### src/rtl/uart_rx_cmd.sv
// uart_rx_cmd: 8N1 UART receiver with rdy/clr_rdy handshake and framing/overrun flags
module uart_rx_cmd #(
   parameter int BAUD_DIV = 5208,
   parameter int HALF_DIV = BAUD_DIV / 2
) (
   input  logic       clk,
   input  logic       rst,
   input  logic       RX,
   input  logic       clr_rdy,
   output logic [7:0] rx_data,
   output logic       rdy,
   output logic       frame_err,
   output logic       overrun
);
   typedef enum logic [1:0] {IDLE, START, DATA, STOP} state_t;
   localparam logic [15:0] RELOAD = 16'(BAUD_DIV - 1);
   localparam logic [15:0] HLOAD  = 16'(HALF_DIV - 1);
   state_t      state_q, state_d;
   logic        rx_s1_q, rx_s2_q, rx_s3_q;
   logic [15:0] cnt_q, cnt_d;
   logic [2:0]  bit_q, bit_d;
   logic [7:0]  shift_q, shift_d, data_q, data_d;
   logic        rdy_q, rdy_d, ferr_q, ferr_d, ovr_q, ovr_d;
   logic        tick, start_edge, done, bad;
   assign start_edge = rx_s3_q & ~rx_s2_q;
   assign tick       = cnt_q == 16'd0;
   assign done       = state_q == STOP & tick & rx_s2_q;
   assign bad        = state_q == STOP & tick & ~rx_s2_q;
   assign rx_data    = data_q;
   assign rdy        = rdy_q;
   assign frame_err  = ferr_q;
   assign overrun    = ovr_q;
   // state and datapath registers; RX is double-synchronised, third flop feeds edge detect
   always_ff @(posedge clk) begin
      if (rst) begin
         state_q <= IDLE;
         rx_s1_q <= 1'b1;
         rx_s2_q <= 1'b1;
         rx_s3_q <= 1'b1;
         cnt_q   <= 16'd0;
         bit_q   <= 3'd0;
         shift_q <= 8'h00;
         data_q  <= 8'h00;
         rdy_q   <= 1'b0;
         ferr_q  <= 1'b0;
         ovr_q   <= 1'b0;
      end else begin
         state_q <= state_d;
         rx_s1_q <= RX;
         rx_s2_q <= rx_s1_q;
         rx_s3_q <= rx_s2_q;
         cnt_q   <= cnt_d;
         bit_q   <= bit_d;
         shift_q <= shift_d;
         data_q  <= data_d;
         rdy_q   <= rdy_d;
         ferr_q  <= ferr_d;
         ovr_q   <= ovr_d;
      end
   end
   // frame sequencing; a high start-bit sample is treated as a glitch and dropped silently
   always_comb begin
      state_d = state_q;
      case (state_q)
         IDLE:    if (start_edge) state_d = START;
         START:   if (tick) state_d = rx_s2_q ? IDLE : DATA;
         DATA:    if (tick && bit_q == 3'd7) state_d = STOP;
         default: if (tick) state_d = IDLE;
      endcase
   end
   // baud timing, LSB-first shifting and the consumer-facing handshake/flags
   always_comb begin
      cnt_d   = state_q == IDLE ? (start_edge ? HLOAD : cnt_q) : (tick ? RELOAD : cnt_q - 16'd1);
      bit_d   = state_q == START ? 3'd0 : (state_q == DATA && tick) ? bit_q + 3'd1 : bit_q;
      shift_d = (state_q == DATA && tick) ? {rx_s2_q, shift_q[7:1]} : shift_q;
      data_d  = done ? shift_q : data_q;
      rdy_d   = done | (rdy_q & ~clr_rdy);
      ferr_d  = bad;
      ovr_d   = done & rdy_q & ~clr_rdy;
   end
endmodule

### config.mk
export PLATFORM = sky130hd
export DESIGN_NAME = uart_rx_cmd
export DESIGN_NICKNAME = d
export VERILOG_FILES = /design/src/rtl/uart_rx_cmd.sv
export SDC_FILE = /design/constraint.sdc
export NUM_CORES = 1
export LEC_CHECK = 0
export ABC_AREA = 1
export BUFFER_PORTS_ARGS = -buffer_cell sky130_fd_sc_hd__buf_2
export CAP_MARGIN = 25
export CORE_AREA = 5 5 75 77
export CTS_CLUSTER_DIAMETER = 80
export DETAILED_ROUTE_END_ITERATION = 16
export DIE_AREA = 0 0 80 82
export PLACE_DENSITY = 0.63
export RECOVER_POWER = 50
export SLEW_MARGIN = 10
export SYNTH_ARGS = -nofsm -noshare
export SYNTH_HDL_FRONTEND = slang
export SYNTH_SLANG_ARGS = --single-unit
### constraint.sdc
create_clock -name clk -period 2.4 [get_ports clk]
set_clock_uncertainty 0.15 [all_clocks]
set_input_delay 0.36 -clock clk [delete_from_list [all_inputs] [get_ports clk]]
set_output_delay 0.36 -clock clk [all_outputs]
set_load 0.03 [all_outputs]
==> impl_metrics.json, run 1 <==
{
  "status": "complete, no violations",
  "synth_top_cell_by_area": "dfxtp_1",
  "arrival_ns": 2.06,
  "finalSetupTns_ns": 0,
  "grt_overflow": 0,
  "p_sw_mw": 0.5595,
  "die_w_um": 80,
  "crit_buf_inv": 1,
  "pwr-share-seq_pct": 41.7,
  "synth_area_um2": 2153,
  "startpoint_type": "flip-flop",
  "ios": 15,
  "crit_chain": "inv_1, ha_1, nand2_1, nor2_8, a21oi_2, nand3_1, a21oi_1",
  "yosys_warnings": 0,
  "h-tree-depth": 2,
  "synthCells": 288,
  "dp_cells": 368,
  "hold_class": "input port to flip-flop",
  "ant_nets": 0,
  "grt_antenna_before_repair": 0,
  "die_h_um": 82,
  "met1Wirelength_um": 2199,
  "maxSlewViolCount": 0,
  "hold_viol": 0,
  "syn_avg_cell_area_um2": 7.477,
  "power.leakage_nw": 0.9625,
  "p_clk_share_pct": 37.0,
  "drt_wl_total_um": 4519,
  "syn_nets": 295,
  "routed-wl-met3_um": 111,
  "crit_fanout": 10,
  "vias": 1837,
  "drive_above_1_share_pct": 16.34,
  "fin_crit_sh_pct": 82.52,
  "num_antenna_cells": 0,
  "vias_per_cell": 4.886,
  "critical-path-max-stage-delay_ns": 0.48,
  "slowest_stage": "a21oi_2",
  "cts_tree": "done",
  "cts_setup_buffers": 0,
  "yosysSeqAreaShare_pct": 39.98,
  "ctsResizeCount": 0,
  "cts.clk_slew.worst_paths_ns": 0.09,
  "synth_area_leaders": "dfxtp_1, nand2_1, nand3_1, inv_1, a21oi_1",
  "cts_made_buffers": 5,
  "root_buffer": "clkbuf_8",
  "yosysTopAreaCellShare_pct": 39.98,
  "slew_headroom_pct": 59.68,
  "grt_pass1_wl_um": 8073,
  "wl_per_cell_um": 12.02,
  "grt_pass1_vias": 1782,
  "layout_min_cycle_time_ns": 1.980,
  "io_buffers": 14,
  "irDropWorstVdd_v": 0.0004483,
  "clockBufferDepth": 2,
  "clock-sinks": 43,
  "hold_buffers": 0,
  "dp_hpwl_um": 3222,
  "p_int_mw": 1.277,
  "clock_latency_ns": 0.30,
  "drcViolationCount": 0,
  "drt-pass1-iter-count": 4,
  "synth_cell_type_count": 29,
  "top_layer": "met4",
  "endpoint_kind": "flip-flop",
  "grt_max_degree": 23,
  "initial_core_util_pct": 43.55,
  "num_rows": 26,
  "final_cells": 376,
  "power_density_nw_per_um2": 774.5,
  "holdWs_ns": 0.07884,
  "gp_congestion": 0.8996,
  "fmax_ghz": 0.5049,
  "rsz0062_at_grt": "no",
  "synth-seq-cells": 43,
  "die_area_um2": 6560,
  "drt-initial-drc-count": 173,
  "core_um2": 4945,
  "setup_violations": 0,
  "final_util_pct": 47.95,
  "drv_cap": 0,
  "fin_total_pwr_mw": 1.836,
  "wl_met2_um": 2158,
  "worstSetupPathType": "flip-flop to flip-flop",
  "p_sw_share_pct": 30.46,
  "critPathTopFamily": "compound AO/OA/AOI/OAI gates",
  "syn_to_final_growth_pct": 10.11,
  "p_comb_share_pct": 21.2,
  "finalNetCount": 312,
  "tightest_slew_ns": 0.6048,
  "grt_usage_pct": 15.51,
  "critPathRequiredTime_ns": 2.48
}
## cell families after synthesis
family                     after synthesis  share of synthesized area [%]
and+or+nand+nor                        154                          36.37
adders and majority gates                3                          1.743
buffers and inverters                   40                          8.193
AOI/OAI and AO/OA                       46                          12.90
xor gates and xnor gates                 2                         0.8136
DFF                                     43                          39.98
## path summary, 6_finish.rpt
| path | from | end | slack, ns | cells after the start |
|---|---|---|---|---|
| setup / recovery | cnt_q[0] | cnt_q[9] | 0.42 | 7 |
| hold / removal | clr_rdy | overrun | 0.08 | 2 |
| setup reg to reg | cnt_q[0] | cnt_q[9] | 0.42 | 7 |
| hold reg to reg | rx_s1_q | rx_s2_q | 0.28 | 1 |
## synth_stat cells
master,instances
inv_1,32
nand4_1,3
buf_2,2
ha_1,3
nor2_2,7
a211oi_1,1
nor2_8,4
a21oi_2,10
nor3_1,5
o211ai_1,3
buf_12,1
nor2_4,1
dfxtp_1,43
a21oi_1,22
buf_6,1
nand2_2,12
nand2_4,1
xor2_1,2
nor4_1,1
nand4_2,1
inv_2,1
nand2_1,63
nand2_8,1
o21ai_0,8
nand3_1,25
nor2_1,28
clkbuf_1,3
o21ai_1,2
or2_2,2
## per-stage QoR
stage | setup slack (ns) | instance area, um2
after floorplan | 0.8067 | 2153
after global placement | 0.5778 | 2281
after detailed placement | 0.5627 | 2281
after CTS | 0.5380 | 2417
after global routing | 0.2549 | 2371
final | 0.4195 | 2371
## layout make-up
type                    count  area, um2
clock inverters             3      67.56
flip-flops and latches     43      860.8
multi-input cells         205       1089
repair buffers             17      73.82
well taps                  70      87.58
fillers                   524       2574
inverters                  33      123.9
clock buffers               5      68.82
## sequential cells by signal, indices dropped and copies added (netlist names)
| name | flops |
|---|---|
| rdy | 1 |
| cnt_q | 16 |
| rx_s2_q | 1 |
| bit_q | 3 |
| shift_q | 8 |
| rx_s3_q | 1 |
| state_q | 2 |
| rx_s1_q | 1 |
| overrun | 1 |
| frame_err | 1 |
| rx_data | 8 |
## routing by layer
layer / global-route usage, % / up-vias
met2: 26.99 / 26
li1: - / 958
met1: 19.69 / 848
met4: 4.054 / 0
met3: 2.961 / 5
met5: 0 / -
## layout by cell type (no fill, tap or decap), drive strengths merged, types with 2 or more instances in the layout
cell and n:
nand2 77, nand3 25, nand4 4, ha 3, bufinv 2, nor2 40
o21ai 10, clkbuf 18, xor2 2, dfxtp 43, o211ai 3, a21oi 32
nor3 5, buf 4, or2 2, inv 33
## power groups by stage
stage          sequential (mW)  clock (mW)  combinational, mW
6_report                 0.766       0.680              0.390
3_3_place_gp             0.783           0              0.403
5_1_grt                  0.771       0.723              0.446
4_1_cts                  0.766       0.689              0.409
2_1_floorplan            0.776           0              0.336
3_5_place_dp             0.783           0              0.407
## worst register-to-register path, delay by kind of cell, from the launching register on
kind	cells	cell delay, ns
AOI/OAI and AO/OA	2	0.64
and+or+nand+nor	3	0.49
buffers and inverters	1	0.06
DFF	1	0.36
adders and majority gates	1	0.21
Power figures use the tool's default switching activity.
==> run 2, diff against run 1 <==
--- a/config.mk
+++ b/config.mk
@@ -12,7 +12,7 @@
 export CTS_CLUSTER_DIAMETER = 80
 export DETAILED_ROUTE_END_ITERATION = 16
 export DIE_AREA = 0 0 80 82
-export PLACE_DENSITY = 0.63
+export PLACE_DENSITY = 0.65
 export RECOVER_POWER = 50
 export SLEW_MARGIN = 10
 export SYNTH_ARGS = -nofsm -noshare
==> constraint.sdc (replaced) <==
create_clock -name clk -period 1.65 [get_ports clk]
set_clock_uncertainty 0.15 [all_clocks]
set_input_delay 0.2475 -clock clk [delete_from_list [all_inputs] [get_ports clk]]
set_output_delay 0.2475 -clock clk [all_outputs]
set_load 0.03 [all_outputs]
==> run 2 against run 1 <==
Power is 52% higher. Sequential cell count did not move. Critical path depth grew 2. Clock power rose by 44%. Largest cell class unchanged. Maximum frequency grew 24%.
==> impl_metrics.json, run 2 (synthesized netlist as in run 1, its figures left out) <==
{
  "r2r_end": "shift_q[4]",
  "dp_cells": 382,
  "clockBufferDepth": 2,
  "arrival_ns": 1.69,
  "holdCritStartpoint": "rst",
  "grt_pass1_wl_um": 7859,
  "setup_violations": 0,
  "cts.clk_slew.worst_paths_ns": 0.09,
  "drt-pass1-iter-count": 4,
  "irDropWorstVdd_v": 0.0004756,
  "min_path_cells": 2,
  "num_antenna_cells": 0,
  "die_w_um": 80,
  "rsz0062_at_grt": "yes",
  "final_util_pct": 53.21,
  "power_density_nw_per_um2": 1064,
  "largest_reg_flops": 16,
  "slowest_stage": "dfxtp_2",
  "die_area_um2": 6560,
  "fmax_ghz": 0.6277,
  "maxSlewViolCount": 0,
  "crit_chain": "inv_2, ha_4, nand2_4, nor2_8, nand2_8, nor2_8, buf_12, nand2_2, a21oi_2",
  "r2r_cells": 9,
  "grt_overflow": 0,
  "design_area_um2": 2631,
  "layout_min_cycle_time_ns": 1.593,
  "clock_latency_ns": 0.30,
  "reg2reg_slack_ns": 0.06,
  "dpl-instance-area_um2": 2399,
  "grt_antenna_before_repair": 0,
  "finalSetupTns_ns": 0,
  "core_um2": 4945,
  "mostFrequentLayoutCells": "nand2_1, dfxtp_1, inv_1",
  "critical-path-max-stage-delay_ns": 0.33,
  "crit_fanout": 8,
  "dp_hpwl_um": 3295,
  "h-tree-depth": 2,
  "finalNetCount": 334,
  "fin_ws_ns": 0.05696,
  "num_rows": 26,
  "regMostFlops": "cnt_q",
  "critPathRequiredTime_ns": 1.74,
  "cts_made_buffers": 5,
  "drt-initial-drc-count": 102,
  "clock-sinks": 43,
  "holdWs_ns": 0.1142,
  "io_buffers": 14,
  "drcViolationCount": 0,
  "initial_core_util_pct": 43.55,
  "grt_usage_pct": 15.29,
  "startpoint_type": "flip-flop",
  "final_common_cell": "nand2_1",
  "drive_above_1_share_pct": 26.52,
  "slew_headroom_pct": 75.23,
  "cts_tree": "done",
  "gp_congestion": 0.8542,
  "die_h_um": 82,
  "worstSetupPathType": "flip-flop to flip-flop",
  "startpoint": "cnt_q[0]",
  "post-place-ws_ns": -0.04190,
  "drt_wl_total_um": 4566,
  "drv_cap": 0,
  "status": "complete, no violations",
  "hold_viol": 0,
  "ant_nets": 0,
  "final_cells": 398,
  "grt_pass1_vias": 1792,
  "syn_to_final_growth_pct": 22.20,
  "tightest_slew_ns": 0.3731,
  "vias": 1902,
  "endpoint_kind": "flip-flop",
  "ios": 15,
  "wl_per_cell_um": 11.47,
  "hold_end": "cnt_q[3]",
  "power.leakage_nw": 1.108,
  "fin_crit_sh_pct": 96.55,
  "r2r-start": "cnt_q[0]",
  "cpMostUsedCell": "nor2_8",
  "fin_total_pwr_mw": 2.799,
  "fillCellCount": 511,
  "hold_class": "input port to flip-flop",
  "grt_max_degree": 24,
  "root_buffer": "clkbuf_8",
  "vias_per_cell": 4.779
}
run 2: cell count changes in the layout (fill, tap and decap cells not counted), moves of 2 or more:
| cell | previous run | this run |
|---|---|---|
| nor2_1 | 28 | 26 |
| clkbuf_1 | 13 | 11 |
| inv_1 | 32 | 30 |
| dlygate4sd3_1 | 0 | 2 |
| buf_4 | 2 | 21 |
| dfxtp_2 | 0 | 7 |
| dfxtp_1 | 43 | 35 |
run 2: timing repair:
item,4_1_cts,5_1_grt
setup endpoints to repair,19,25
hold buffers,2,0
resized for setup,2,16
hold endpoints to repair,2,0
pin swaps,1,14
gates cloned,0,0
setup buffers,0,6
run 2: report_power, final:
| group | internal, mW | switching, mW | leakage, nW |
|---|---|---|---|
| clock network | 0.603 | 0.372 | 0.0644 |
| logic | 0.278 | 0.432 | 0.692 |
| registers | 1.08 | 0.0391 | 0.352 |
run 2: cell type report:
cell class              instances  area (um2)  share of cell area [%]
clock inverters                 3       67.56                   2.568
well taps                      70       87.58                   3.329
flip-flops and latches         43       873.3                   33.19
clock buffers                   5       68.82                   2.615
multi-input cells             205        1142                   43.41
inverters                      33       126.4                   4.803
repair buffers                 39       265.3                   10.08
run 2: critical path, delay by kind of cell (launching register included):
family	cells	cell delay, ns
flip-flops	1	0.33
AND/OR/NAND/NOR	5	0.56
adder cells (fa/ha/maj)	1	0.15
buffers and inverters	2	0.21
AO/OA/AOI/OAI	1	0.12
run 2: worst max-delay path by stage:
stage	to	slack [ns]	depth (start not counted)
2_1_floorplan	shift_q[0]	0.06	10
3_3_place_gp	rx_data[3]	0.02	7
3_5_place_dp	rx_data[3]	-0.04	7
4_1_cts	shift_q[6]	0.02	9
5_1_grt	bit_q[2]	-0.03	9
6_report	shift_q[4]	0.06	9
run 2: per-layer routing:
layer	global-route usage, %	vias up	wire [um]
li1	-	1002	-
met1	18.65	865	2187
met2	25.99	29	2163
met3	4.167	6	158
met4	5.236	0	57
met5	0	-	0
==> run 3, diff against run 2 <==
--- a/config.mk
+++ b/config.mk
@@ -7,13 +7,13 @@
 export LEC_CHECK = 0
 export ABC_AREA = 1
 export BUFFER_PORTS_ARGS = -buffer_cell sky130_fd_sc_hd__buf_2
-export CAP_MARGIN = 25
+export CAP_MARGIN = 5
 export CORE_AREA = 5 5 75 77
 export CTS_CLUSTER_DIAMETER = 80
 export DETAILED_ROUTE_END_ITERATION = 16
 export DIE_AREA = 0 0 80 82
-export PLACE_DENSITY = 0.65
 export RECOVER_POWER = 50
+export REMOVE_ABC_BUFFERS = 1
 export SLEW_MARGIN = 10
 export SYNTH_ARGS = -nofsm -noshare
 export SYNTH_HDL_FRONTEND = slang
==> run 3 against run 2 <==
Design area is 0.90% lower. Critical path depth is 1 lower. Die area stayed put. Sequential power hardly changed. First-iteration DRC count is 22% lower. Non-clock buffer count is 3 lower. Maximum frequency is 0.94% lower. Worst hold slack better by 0.17 ns. Combinational power is 1% lower. Sequential cell count stayed put. Via count is 0.63% lower. Critical path type unchanged.
==> impl_metrics.json, run 3 (synthesized netlist as in run 1, its figures left out) <==
{
  "status": "complete, no violations",
  "ant_nets": 0,
  "core_um2": 4945,
  "arrival_ns": 1.70,
  "cpMostUsedCell": "nor2_8",
  "grt_pass1_wl_um": 8473,
  "grt_antenna_before_repair": 0,
  "fin_crit_sh_pct": 97.46,
  "drt-pass1-iter-count": 4,
  "final_common_cell": "nand2_1",
  "setup_violations": 0,
  "maxSlewViolCount": 0,
  "ios": 15,
  "largest_reg_flops": 16,
  "wl_per_cell_um": 12.19,
  "holdCritStartpoint": "rx_s1_q",
  "grt_usage_pct": 16.55,
  "vias": 1890,
  "slowest_stage": "dfxtp_1",
  "cp_num_cells": 8,
  "hold_class": "flip-flop to flip-flop",
  "min_path_cells": 1,
  "initial_core_util_pct": 43.55,
  "die_w_um": 80,
  "post-place-ws_ns": 0.01782,
  "grt_pass1_vias": 1772,
  "hold_end": "rx_s2_q",
  "syn_to_final_growth_pct": 21.09,
  "drive_above_1_share_pct": 24.92,
  "power.leakage_nw": 1.115,
  "crit_fanout": 7,
  "num_rows": 26,
  "finalNetCount": 331,
  "dp_hpwl_um": 3436,
  "final_cells": 395,
  "holdWs_ns": 0.2803,
  "r2r_cells": 8,
  "rsz0062_at_grt": "yes",
  "regMostFlops": "cnt_q",
  "dpl-instance-area_um2": 2409,
  "r2r_end": "shift_q[0]",
  "critPathTopFamily": "simple AND/OR/NAND/NOR gates",
  "dp_cells": 380,
  "num_antenna_cells": 0,
  "crit_chain": "nor2_4, nand2_4, nor2_8, nand2_8, nor2_8, clkbuf_16, nand2_2, a21oi_2",
  "gp_congestion": 0.8354,
  "drt-initial-drc-count": 80,
  "crit_buf_inv": 1,
  "multi_input_area_um2": 1159,
  "critical-path-max-stage-delay_ns": 0.38,
  "r2r-start": "cnt_q[3]",
  "drt_wl_total_um": 4815,
  "cts.clk_slew.worst_paths_ns": 0.08,
  "design_area_um2": 2608,
  "regArea_um2": 865.8,
  "grt_overflow": 0,
  "clockBufferDepth": 2,
  "fmax_ghz": 0.6218,
  "tightest_slew_ns": 0.6366,
  "vias_per_cell": 4.785,
  "mostFrequentLayoutCells": "nand2_1, dfxtp_1, inv_1",
  "clock-sinks": 43,
  "fin_ws_ns": 0.04183,
  "h-tree-depth": 2,
  "slew_headroom_pct": 57.56,
  "fin_total_pwr_mw": 2.477,
  "reg2reg_slack_ns": 0.04,
  "clock_latency_ns": 0.30,
  "irDropWorstVdd_v": 0.0005099,
  "drv_cap": 0,
  "drcViolationCount": 0,
  "startpoint_type": "flip-flop",
  "cts_tree": "done",
  "grt_max_degree": 25,
  "die_area_um2": 6560,
  "endpoint_kind": "flip-flop",
  "die_h_um": 82,
  "root_buffer": "clkbuf_8",
  "critPathRequiredTime_ns": 1.74,
  "worstSetupPathType": "flip-flop to flip-flop",
  "hold_viol": 0,
  "io_buffers": 14,
  "fillCellCount": 501,
  "layout_min_cycle_time_ns": 1.608,
  "power_density_nw_per_um2": 949.9,
  "cts_made_buffers": 5
}
-- run 3: what timing repair did --
action	in CTS	in global routing
endpoints found under the hold margin	2	0
resized for setup	0	19
buffers inserted	0	4
hold buffers	2	0
endpoints found under the setup margin	2	30
pin swaps	1	17
cloned	0	1
-- run 3: report_power, final --
group          switching [mW]  total [mW]  internal, mW
clock                   0.367       0.663         0.296
sequential             0.0386        1.11          1.07
combinational           0.431       0.701         0.270
-- run 3: per-stage QoR --
step,utilization [%],TNS (ns)
final,52.73,0
after global routing,52.73,-0.4068
after CTS,50.83,0
after detailed placement,48.71,0
after global placement,48.71,0
after floorplan,-,0
-- run 3: layout make-up --
type | count | share of cell area, %
sequential | 43 | 33.21
clock inverter | 2 | 0.4798
timing repair buffer | 36 | 10.89
multi-input combinational | 205 | 44.43
inverter | 33 | 4.846
tap | 70 | 3.359
clock buffer | 6 | 2.783
-- run 3: worst max-delay path by stage --
| stage | slack, ns | start | end |
|---|---|---|---|
| floorplan | 0.02 | cnt_q[0] | bit_q[2] |
| global placement | 0.06 | cnt_q[0] | shift_q[4] |
| detailed placement | 0.02 | cnt_q[0] | shift_q[3] |
| finish | 0.04 | cnt_q[3] | shift_q[0] |
| CTS | 0.01 | cnt_q[0] | shift_q[3] |
| global route | -0.04 | cnt_q[0] | shift_q[3] |
-- run 3: metal layers --
metal	GRT usage (%)	wire length, um	share of wire (%)	vias up
met5	0	0	0	-
met4	5.068	65	1.3	0
met3	3.728	123	2.6	6
met2	28.56	2404	50	22
met1	20.54	2222	46	863
li1	-	-	-	999
